==> config.mk <==
export PLATFORM = sky130hd
export DESIGN_NAME = cpu_clk_ctrl
export DESIGN_NICKNAME = d
export VERILOG_FILES = /design/src/rtl/cpu_clk_ctrl.sv
export SDC_FILE = /design/constraint.sdc
export NUM_CORES = 1
export LEC_CHECK = 0
export CAP_MARGIN = 20
export CORE_MARGIN = 2
export CORE_UTILIZATION = 25
export DETAILED_ROUTE_END_ITERATION = 8
export MAX_ROUTING_LAYER = met4
export PLACE_DENSITY = 0.46
export SKIP_LAST_GASP = 1
export SYNTH_ARGS = -nofsm -noshare
export SYNTH_HDL_FRONTEND = slang
export SYNTH_SLANG_ARGS = --single-unit
export TNS_END_PERCENT = 100
==> constraint.sdc <==
create_clock -name clk -period 3.86 [get_ports clk]
set_input_delay 0.965 -clock clk [delete_from_list [all_inputs] [get_ports clk]]
set_output_delay 0.965 -clock clk [all_outputs]
set_load 0.03 [all_outputs]
==> src/rtl/cpu_clk_ctrl.sv <==
// CPU clock-enable sequencer: free-run at a divided rate or single-step from a
// debounced button, with halt/resume and a 32-bit issued-cycle counter.
module cpu_clk_ctrl #(
  parameter int CNT_W      = 24,
  parameter int RATE1_LOG  = 17,
  parameter int RATE2_LOG  = 20,
  parameter int DEB_CYCLES = 1000000
) (
  input  logic        clk,
  input  logic        clr,
  input  logic [1:0]  rate_sel,
  input  logic        mode_run,
  input  logic        step_btn,
  input  logic        cpu_halt,
  input  logic        resume,
  output logic        cpu_ce,
  output logic [31:0] cycle_count,
  output logic [1:0]  state,
  output logic        halted
);

  localparam logic [1:0] S_IDLE = 2'b00;
  localparam logic [1:0] S_RUN  = 2'b01;
  localparam logic [1:0] S_STEP = 2'b10;
  localparam logic [1:0] S_HALT = 2'b11;

  localparam int DEB_W = $clog2(DEB_CYCLES);
  localparam logic [DEB_W-1:0] DEB_MAX = DEB_W'(DEB_CYCLES - 1);

  logic [CNT_W-1:0] div;
  logic             tick;
  logic             btn_meta;
  logic             btn_sync;
  logic             btn_stable;
  logic             btn_stable_d;
  logic [DEB_W-1:0] deb_cnt;
  logic             step_press;
  logic [1:0]       state_next;
  logic             ce_next;

  // Divider runs from reset forever; mode and state changes never touch it.
  always_ff @(posedge clk or posedge clr) begin
    if (clr) div <= '0;
    else     div <= div + 1'b1;
  end

  always_comb begin
    case (rate_sel)
      2'd0:    tick = 1'b1;
      2'd1:    tick = &div[RATE1_LOG-1:0];
      2'd2:    tick = &div[RATE2_LOG-1:0];
      default: tick = &div;
    endcase
  end

  // The debounce counter only advances while the synchronised level disagrees
  // with the accepted level; any bounce back to the accepted level restarts it.
  always_ff @(posedge clk or posedge clr) begin
    if (clr) begin
      btn_meta     <= 1'b0;
      btn_sync     <= 1'b0;
      btn_stable   <= 1'b0;
      btn_stable_d <= 1'b0;
      deb_cnt      <= '0;
    end else begin
      btn_meta     <= step_btn;
      btn_sync     <= btn_meta;
      btn_stable_d <= btn_stable;
      if (btn_sync == btn_stable) begin
        deb_cnt <= '0;
      end else if (deb_cnt == DEB_MAX) begin
        btn_stable <= btn_sync;
        deb_cnt    <= '0;
      end else begin
        deb_cnt <= deb_cnt + 1'b1;
      end
    end
  end

  assign step_press = btn_stable & ~btn_stable_d;

  always_comb begin
    state_next = state;
    case (state)
      S_IDLE: begin
        if (cpu_halt)      state_next = S_HALT;
        else if (mode_run) state_next = S_RUN;
        else               state_next = S_STEP;
      end
      S_RUN: begin
        if (cpu_halt)       state_next = S_HALT;
        else if (!mode_run) state_next = S_STEP;
      end
      S_STEP: begin
        if (cpu_halt)      state_next = S_HALT;
        else if (mode_run) state_next = S_RUN;
      end
      default: begin
        if (resume && !cpu_halt) state_next = mode_run ? S_RUN : S_STEP;
      end
    endcase
  end

  // Enable follows the current state, so a tick or press on a mode-change edge obeys the old mode.
  assign ce_next = !cpu_halt &&
                   (((state == S_RUN) && tick) || ((state == S_STEP) && step_press));

  always_ff @(posedge clk or posedge clr) begin
    if (clr) begin
      state       <= S_IDLE;
      halted      <= 1'b0;
      cpu_ce      <= 1'b0;
      cycle_count <= '0;
    end else begin
      state  <= state_next;
      halted <= (state_next == S_HALT);
      cpu_ce <= ce_next;
      if (ce_next) cycle_count <= cycle_count + 1'b1;
    end
  end

endmodule

Word-level counts from Yosys, hierarchy flattened. Index checks and enable logic that the tools add are counted.

Equality and inequality tests: 7. Muxes and demuxes: 11. Reductions and logical operators: 12. Bitwise gates (word level): 3. $add $sub $neg: 3.

Operator list (number): two-way mux 20 bit (2); adder 32 x 1 -> 32 bit, second input constant (1); adder 24 x 1 -> 24 bit, second input constant (1); AND reduction 24 bit (1); adder 20 x 1 -> 20 bit, second input constant (1); equality test 20 bit, second input constant (1); AND reduction 20 bit (1); AND reduction 17 bit (1); two-way mux 2 bit (7); equality test 2 bit, second input constant (3); case mux 2 bit (3 select lines) (1); equality test 2 x 1 -> 1 bit, second input constant (2); logical AND 1 bit (4); logical NOT 2 bit (2); case mux 1 bit (3 select lines) (1); inverter 1 bit (2); AND reduction 2 bit (1); bitwise AND 1 bit (1); equality test 1 bit (1); logical NOT 1 bit (1); logical OR 1 bit (1).

Bits in registers: 84. Word-level logic and storage cells: 46. Output and inout bits: 36. Bits of input ports: 8.

Logic depth before layout (Yosys ltp). Gate-level depths: netlist of run 1.

Depth in word-level cells: 5. Depth in mapped cells: 13. Gate-level depth less buffers: 10.

Least setup slack after synthesis of run 1. OpenSTA, ideal clock, no wires.

Path type: register to register. Start: register div[0]. End: register cycle_count[20]. Data required time: 3.722 ns. Arrival time: 2.534 ns. Period minus slack after synthesis: 2.672 ns. Cell stages (with the launch flop): 14. Slack: 1.188 ns. Setup time: 0.138 ns. Path through: dfrtp_1 -> ha_1 -> and3_1 -> buf_2 -> nand4_1 -> nor2_1 -> ha_1 -> nor3b_1 -> o21ai_2 -> nand2b_1 -> clkbuf_1 -> buf_2 -> nor4_2 -> xor2_1.

Longest elaborated chain between the ends: 5. Elaborated cells between the ends (all ways): 7.

Ends and longest elaborated chain: from (decl) (line 30) `logic [CNT_W-1:0] div;`; from (signal assigned) (line 44) `else div <= div + 1'b1;`; AND reduction 24 bit (tied with other cells) (line 52) `default: tick = &div;`; case mux 1 bit (3 select lines) (*) (line 48) `case (rate_sel)`; logical AND 1 bit (*) (line 106) `(((state == S_RUN) && tick) || ((state == S_STEP) && step_press));`; logical OR 1 bit (*) (line 106); logical AND 1 bit (*) (line 105) `assign ce_next = !cpu_halt &&`; to (signal assigned) (line 118) `if (ce_next) cycle_count <= cycle_count + 1'b1;`; to (decl) (line 17) `output logic [31:0] cycle_count,`.

Every way passes the cells marked *; elsewhere a longest branch is shown, timed or not. A chain may end at the register's enable or synchronous reset.

Worst setup path in the final report of run 1.
Start: register div[0]. End: register cycle_count[23].

Same word-level chain as after synthesis.

==> results.ini, run 1 <==
[yosys]
synth-edff-count=0
yosys_register_bits=84
synth-main-ff-cell=dfrtp_1
synthArstFlopShare_pct=100
synth_top_area_share_pct=52.2
postSynthAreaPerCell_um2=11.2
ys_seq_area_share_pct=52.2
synth_area_um2=4030
synth_warnings=0
ys_types=38
ys_top_cells_by_area=dfrtp_1 52%, xor2_1 10%, nor4_2 5.3%
yosysTopAreaCell=dfrtp_1
synth_fp_nets=371
syn_inst=359

[sta]
period_minus_slack_ns=2.95
slew_viol_final=0
rsz0062_at_grt=no
hold_ws_ns=0.350
setup_tns_ns=0
finalHoldViolCount=0
tightest_slew_ns=0.761
finalSetupViolCount=0
max_freq_mhz=339
relSlewSlack_pct=48.9
fin_crit_sh_pct=76.4
finClkSkew_ns=0.00746

[floorplan]
core_area_um2=15800
die_area_um2=17100
die_w_um=131
io_pins=44
die_h_um=131
initial_core_util_pct=25.5
fp-row-count=46

[power_and_ir_drop]
p_leak_nw=2.04
ir_worst_vdd_mv=0.233
power.density_nw_per_um2=425

[grt]
grt_pass1_vias=2728
grt_max_degree=48
busiest_layer=met2
antenna_found_initial=0
grt.overflow.total=0
grt_pass1_wl_mm=14.0
met3_usage_pct=2.48
use_met2_pct=16.7
use_met1_pct=13.9
grtUsageTotal_pct=10.8

[worst_hold_path]
min_path_cells=0
hold_start=btn_meta$_DFF_PP0_
min_path_type=reg -> reg
worstHoldEndpoint=btn_sync$_DFF_PP0_

[worst_setup_path]
cp.arrival_ns=3.20
worstSetupEndpointType=flip-flop
r2r_start=div[0]$_DFF_PP0_
cp-start-kind=flip-flop
worstPathMaxFanout=16
critPathKind=reg -> reg
cp_data_required_time_ns=4.11
r2r_end=cycle_count[23]$_DFFE_PP0P_
r2r.worst_path.cells=11
r2r_slack_ns=0.91

[layout]
finalNetCount=418
regArea_um2=2100
fin_cells=627
fillCellCount=1590
final_area_um2=5070
multi_input_area_um2=1840
drive_gt1_share_pct=12.9
syn2layout_area_growth_pct=25.8
antennaDiodeCount=0

[cts]
cts-root-buf=clkbuf_16
clk_latency_ns=0.34
cts_resized=0
clock-sinks=84
clk_pin_slew_worst_paths_ns=0.06
cts_tree=built
cts_buffer_depth=2
h-tree-depth=3
postCtsHoldBufs=0
postCtsSetupBuffers=0
cts-buffers-inserted=9

[run]
cap_violations=0

[status]
outcome=completed

[route]
drc_errors=0
num_vias=2696
wl_mm=8.18
firstDrtPassIters=4
routed_via_density=4.30
drt_iter0_drc=113
ant_nets=0
wire_per_inst_um=13.0

[place]
dp_cells=611
port_buffers=43
place_area_um2=4730
place_congestion=0.748
dp_hpwl_mm=5.81

[routing by layer]
layer / routed length [um] / share of wire (%)
met2: 3810 / 47
met1: 3880 / 47
met4: 123 / 1.5
met5: 0 / 0
met3: 367 / 4.5
[synthesized netlist by cell type (all sizes together), types with 8 or more instances]
cell   count
inv        8
nand4     17
nor3      14
nor4      19
nand2     36
nor2      35
xor2      48
dfrtp     84
xnor2     23
buf        9
nand3     23
[logic make-up (layout without fill, tap and decap cells)]
family | after synthesis | after routing | synth area share [%]
AOI/OAI and AO/OA | 4 | 4 | 0.870
and+or+nand+nor | 176 | 176 | 27.2
adders and majority gates | 4 | 4 | 1.24
buffers and inverters | 18 | 70 | 2.48
xor gates and xnor gates | 71 | 71 | 15.4
muxes | 2 | 2 | 0.559
DFF | 84 | 84 | 52.2
[cells in the final DEF, fill, tap and decap left out, types with 2 or more instances in the layout]
cell / count
dfrtp_1: 84
xor2_1: 48
clkdlybuf4s50_1: 43
nand2_1: 36
nor2_1: 35
xnor2_1: 23
nand3_1: 22
nor4_2: 17
nand4_1: 15
nor3_1: 13
clkbuf_16: 9
inv_1: 7
and4_1: 6
and3_1: 6
nor4b_2: 4
ha_1: 4
nand2b_1: 3
bufinv_16: 3
buf_12: 3
nor3b_1: 2
nand4_2: 2
or2_2: 2
or2_1: 2
nor4b_1: 2
clkinv_2: 2
mux2_2: 2
[registers in the layout, summed over array words and instances, names as in the netlist]
signal,flops
btn_meta,1
btn_stable,1
btn_stable_d,1
btn_sync,1
cpu_ce,1
cycle_count,32
deb_cnt,20
div,24
halted,1
state,2
[final cells by class]
type	count	area share, %
timing repair buffer	46	9.67
clock buffer	10	4.52
multi-input combinational	257	36.2
clock inverter	6	2.20
inverter	8	0.617
tap	216	5.33
sequential	84	41.5
[power by group]
group / internal, mW / total [mW] / switching (mW)
Sequential: 0.913 / 0.956 / 0.0427
Combinational: 0.0871 / 0.215 / 0.128
Clock: 0.634 / 0.986 / 0.352
Total: 1.63 / 2.16 / 0.523
[worst max-delay path by stage]
stage	start	to
floorplan	clr	btn_meta$_DFF_PP0_
global placement	rate_sel[0]	cycle_count[30]$_DFFE_PP0P_
detailed placement	rate_sel[0]	cycle_count[28]$_DFFE_PP0P_
CTS	div[0]$_DFF_PP0_	cycle_count[23]$_DFFE_PP0P_
global route	div[0]$_DFF_PP0_	cycle_count[28]$_DFFE_PP0P_
finish	div[0]$_DFF_PP0_	cycle_count[23]$_DFFE_PP0P_
[critical path, cell delays in order (launching register included)]
cell      delay (ns)
dfrtp_1         0.37
ha_1            0.18
and3_1          0.26
nand4_1         0.20
nor2_1          0.23
ha_1            0.19
nor3b_1         0.07
o21ai_2         0.21
nand2b_1        0.38
buf_12          0.30
nor4b_2         0.30
xnor2_1         0.17
[per-stage QoR]
step	setup slack (ns)	total power, mW	utilization (%)
after floorplan	0.730	1.09	-
after global placement	0.847	1.19	29.9
after detailed placement	0.815	1.19	29.9
after CTS	0.838	2.20	32.0
after global routing	0.555	2.26	32.0
final	0.911	2.16	32.0
(Power assumes the default switching activity.)
==> inputs of run 2 (changes only) <==
==> constraint.sdc (replaced) <==
create_clock -name clk -period 2.9 [get_ports clk]
set_input_delay 0.725 -clock clk [delete_from_list [all_inputs] [get_ports clk]]
set_output_delay 0.725 -clock clk [all_outputs]
set_load 0.03 [all_outputs]
==> run 2 against run 1 <==
Sequential share of layout area increased by 0.40 points. Hold slack better by 0.015 ns. Clock power rose by 15%. Fmax increased by 18%. Cell area is 0.96% lower. Utilization shrank 0.31 points. Total power is 25% higher. First-iteration DRC count grew 40%. Critical path depth did not move. Critical path type unchanged. Critical endpoint is now cycle_count[28]$_DFFE_PP0P_.
==> results.ini, run 2 (same netlist as run 1, synthesis figures left out) <==
[worst_setup_path]
critPathKind=reg -> reg
r2r_slack_ns=0.39
worstPathMaxFanout=16
critPathCapture=cycle_count[28]$_DFFE_PP0P_
r2r_start=div[0]$_DFF_PP0_
worstSetupEndpointType=flip-flop
cp.arrival_ns=2.78
critPathLaunch=div[0]$_DFF_PP0_
r2r_end=cycle_count[28]$_DFFE_PP0P_
cp_data_required_time_ns=3.17
r2r.worst_path.cells=11
cp-start-kind=flip-flop

[sta]
fin_crit_sh_pct=86.4
finalSetupViolCount=0
tightest_slew_ns=0.686
rsz0062_at_grt=no
finClkSkew_ns=0.00611
max_freq_mhz=399
relSlewSlack_pct=54.2
finalHoldViolCount=0
slew_viol_final=0
period_minus_slack_ns=2.51
setup_tns_ns=0

[layout]
multi_input_area_um2=1840
largest_reg_flops=32
antennaDiodeCount=0
drive_gt1_share_pct=13.3
top_regs=cycle_count: 32 flops, div: 24 flops, deb_cnt: 20 flops
finalNetCount=422
syn2layout_area_growth_pct=24.6
layout_commonest_cell=dfrtp_1
final_cell_mix=84 x dfrtp_1, 48 x xor2_1, 43 x clkdlybuf4s50_1
fillCellCount=1601
regArea_um2=2100
regMostFlops=cycle_count

[cts]
clk_pin_slew_worst_paths_ns=0.06
clk_latency_ns=0.34
cts-root-buf=clkbuf_16
postCtsSetupBuffers=0
cts-buffers-inserted=9
cts_resized=0
postCtsHoldBufs=0
h-tree-depth=3
cts_tree=built
clock-sinks=84
cts_buffer_depth=2

[floorplan]
die_area_um2=17100
fp-row-count=46
die_h_um=131
die_w_um=131
initial_core_util_pct=25.5
core_area_um2=15800
io_pins=44

[grt]
grt.overflow.total=0
busiest_layer=met2
grt_max_degree=38
use_met1_pct=14.7
grt_pass1_wl_mm=14.3
met3_usage_pct=2.16
antenna_found_initial=0
use_met2_pct=16.0
grtUsageTotal_pct=11.1
grt_pass1_vias=2762

[route]
wire_per_inst_um=13.0
firstDrtPassIters=4
drt_iter0_drc=158
routed_via_density=4.29
wl_mm=8.22
num_vias=2709
drc_errors=0
ant_nets=0

[place]
dp_hpwl_mm=5.74
place_congestion=0.713
port_buffers=43

[status]
outcome=completed

[run]
cap_violations=0

[power_and_ir_drop]
power.density_nw_per_um2=536
ir_worst_vdd_mv=0.304
p_total_mw=2.69
p_leak_nw=2.02

[worst_hold_path]
min_path_type=reg -> reg

[run 2: changes by cell type in the layout (fill, tap and decap cells not counted)]
cell        delta
buf_12         -2
inv_6          -1
clkbuf_1       +2
bufinv_16      -2
clkinvlp_4     +1
buf_4          +6
[run 2: worst max-delay path, cell delays in order (launching register included)]
cell	delay (ns)
dfrtp_1	0.38
ha_1	0.18
and3_1	0.25
nand4_1	0.21
nor2_1	0.24
ha_1	0.18
nor3b_1	0.05
o21ai_2	0.12
nand2b_1	0.10
buf_4	0.22
nor4_2	0.31
xor2_1	0.17
[run 2: final cells by class]
class	count	share of cell area, %
clock inverters	4	0.997
inverters	8	0.623
repair buffers	50	9.87
well taps	216	5.38
clock buffers	12	4.71
multi-input cells	257	36.6
flip-flops and latches	84	41.9
[run 2: metal layers]
layer	routed length, um	up-vias	part of all wire [%]
met3	295	16	3.6
met4	173	0	2.1
met2	3610	54	44
met5	0	-	0
met1	4140	1297	50
li1	-	1342	-
[run 2: worst min-delay path by stage]
| stage | start | end | slack (ns) | cells past startpoint |
|---|---|---|---|---|
| 2_1_floorplan | btn_meta$_DFF_PP0_ | btn_sync$_DFF_PP0_ | 0.33 | 0 |
| 3_3_place_gp | btn_meta$_DFF_PP0_ | btn_sync$_DFF_PP0_ | 0.35 | 0 |
| 3_5_place_dp | btn_meta$_DFF_PP0_ | btn_sync$_DFF_PP0_ | 0.35 | 0 |
| 4_1_cts | btn_meta$_DFF_PP0_ | btn_sync$_DFF_PP0_ | 0.37 | 0 |
| 5_1_grt | btn_meta$_DFF_PP0_ | btn_sync$_DFF_PP0_ | 0.37 | 0 |
| 6_report | btn_meta$_DFF_PP0_ | btn_sync$_DFF_PP0_ | 0.36 | 0 |
[run 2: through the flow]
stage          instances  util (%)  cell area, um2  hold WS (ns)  setup WS (ns)
2_1_floorplan        359         -            4030         0.331        0.00986
3_3_place_gp         615      29.9            4730         0.354          0.454
3_5_place_dp         615      29.9            4730         0.352          0.384
4_1_cts              631      31.7            5020         0.367          0.363
5_1_grt              631      31.7            5020         0.372          0.131
6_report             631      31.7            5020         0.365          0.394
[run 2: where the power goes]
group | internal (mW) | leakage [nW] | switching (mW) | total, mW
registers | 1.22 | 1.08 | 0.0597 | 1.28
logic | 0.115 | 0.813 | 0.170 | 0.285
clock network | 0.667 | 0.133 | 0.464 | 1.13
total | 2.00 | 2.02 | 0.694 | 2.69
==> edit: new RTL, config.mk and constraints of run 1 <==
Register the output `halted` once more, cleared by the reset; this adds one clock of latency there. The other outputs are not delayed to match.
--- a/src/rtl/cpu_clk_ctrl.sv
+++ b/src/rtl/cpu_clk_ctrl.sv
@@ -26,6 +26,8 @@
 
   localparam int DEB_W = $clog2(DEB_CYCLES);
   localparam logic [DEB_W-1:0] DEB_MAX = DEB_W'(DEB_CYCLES - 1);
+
+  logic halted_s0;
 
   logic [CNT_W-1:0] div;
   logic             tick;
@@ -108,16 +110,24 @@
   always_ff @(posedge clk or posedge clr) begin
     if (clr) begin
       state       <= S_IDLE;
-      halted      <= 1'b0;
+      halted_s0   <= 1'b0;
       cpu_ce      <= 1'b0;
       cycle_count <= '0;
     end else begin
       state  <= state_next;
-      halted <= (state_next == S_HALT);
+      halted_s0 <= (state_next == S_HALT);
       cpu_ce <= ce_next;
       if (ce_next) cycle_count <= cycle_count + 1'b1;
     end
   end
 
+  always_ff @(posedge clk or posedge clr) begin
+    if (clr) begin
+      halted <= '0;
+    end else begin
+      halted <= halted_s0;
+    end
+  end
+
 endmodule
 
Formal check against the unedited RTL: not equivalent (Yosys sat finds a counterexample within 4 cycles, from zero or initial values).
==> edit against run 1 <==
Sequential power is 1% higher; cell area fell by 0.79%; power shrank 5.5%; worst setup slack got worse by 0.025 ns; synthesized area is 0.62% higher; wire length is 2.4% higher; sequential cell count is 1 higher; worst hold slack gained 0.0050 ns; critical endpoint is now cycle_count[21]; largest cell class unchanged.
==> edit: results (changes against run 1) <==
Outcome - finished clean
Worst EP arrival - 3.24 ns (+0.04 ns)
Leakage - 2.04 nW (-0.38%)
Met2 wire len - 3800 um (-0.31%)
Clock skew - 0.00568 ns (-0.00179 ns)
CP max-delay cell - dfrtp_1
Filler cells - 1662 (+4.5%)
DRT met1 WL - 4090 um (+5.4%)
Post-Synth XOR/XNOR Area - 15.3% (-0.095 points)
Switching share of total power - 25.3% (+1.0 points)
Worst Min Path Start - halted_s0
Adder-Cell Fraction of Synth Area - 1.23% (-0.0077 points)
Top post-synthesis cells by count - dfrtp_1, xor2_1, nand2_1
PnR worst setup slack - 0.886 ns (-0.0246 ns)
Fin Hold WS - 0.355 ns (+0.00502 ns)
Register share of total power - 47.5% (+3.2 points)
Iteration-0 DRC Markers - 190 (+68%)
Top post-synthesis cells by area - dfrtp_1, xor2_1, nor4_2
Largest net degree at the start of global routing - 40 (-17%)
GRT met1 Usage - 13.7% (-0.20 points)
Placed cell area - 4740 um2 (+0.16%)
Internal power - 1.52 mW (-6.8%)
Total track usage - 10.8% (-0.052 points)
Layout cells sized above 1 - 13.1% (+0.18 points)
Global-route wire length before repair - 14400 um (+2.8%)
Vias per inst - 4.33 (+0.61%)
## edit: cell count changes in the layout (fill, tap and decap cells not counted), sizes merged
| cell | delta |
|---|---|
| dfrtp | +1 |
| clkbuf | +1 |
| clkinv | +3 |
| bufinv | -2 |
| buf | +1 |
| inv | -1 |
| clkinvlp | -1 |
## edit: area by class of cell
class,count,area (um2),share of cell area [%]
Sequential cell,85,2130,42.3
Multi-Input combinational cell,257,1840,36.5
Timing Repair Buffer,47,473,9.40
Tap cell,216,270,5.37
Clock buffer,11,243,4.83
Clock inverter,5,50.0,0.995
Inverter,8,31.3,0.622
## edit: worst max path at each step
| stage | from | to | depth (start not counted) |
|---|---|---|---|
| floorplan | clr | btn_meta | 1 |
| global route | div[0] | cycle_count[19] | 11 |
| finish | div[0] | cycle_count[21] | 11 |
| global placement | rate_sel[0] | cycle_count[30] | 7 |
| CTS | div[0] | cycle_count[21] | 11 |
| detailed placement | rate_sel[0] | cycle_count[21] | 7 |
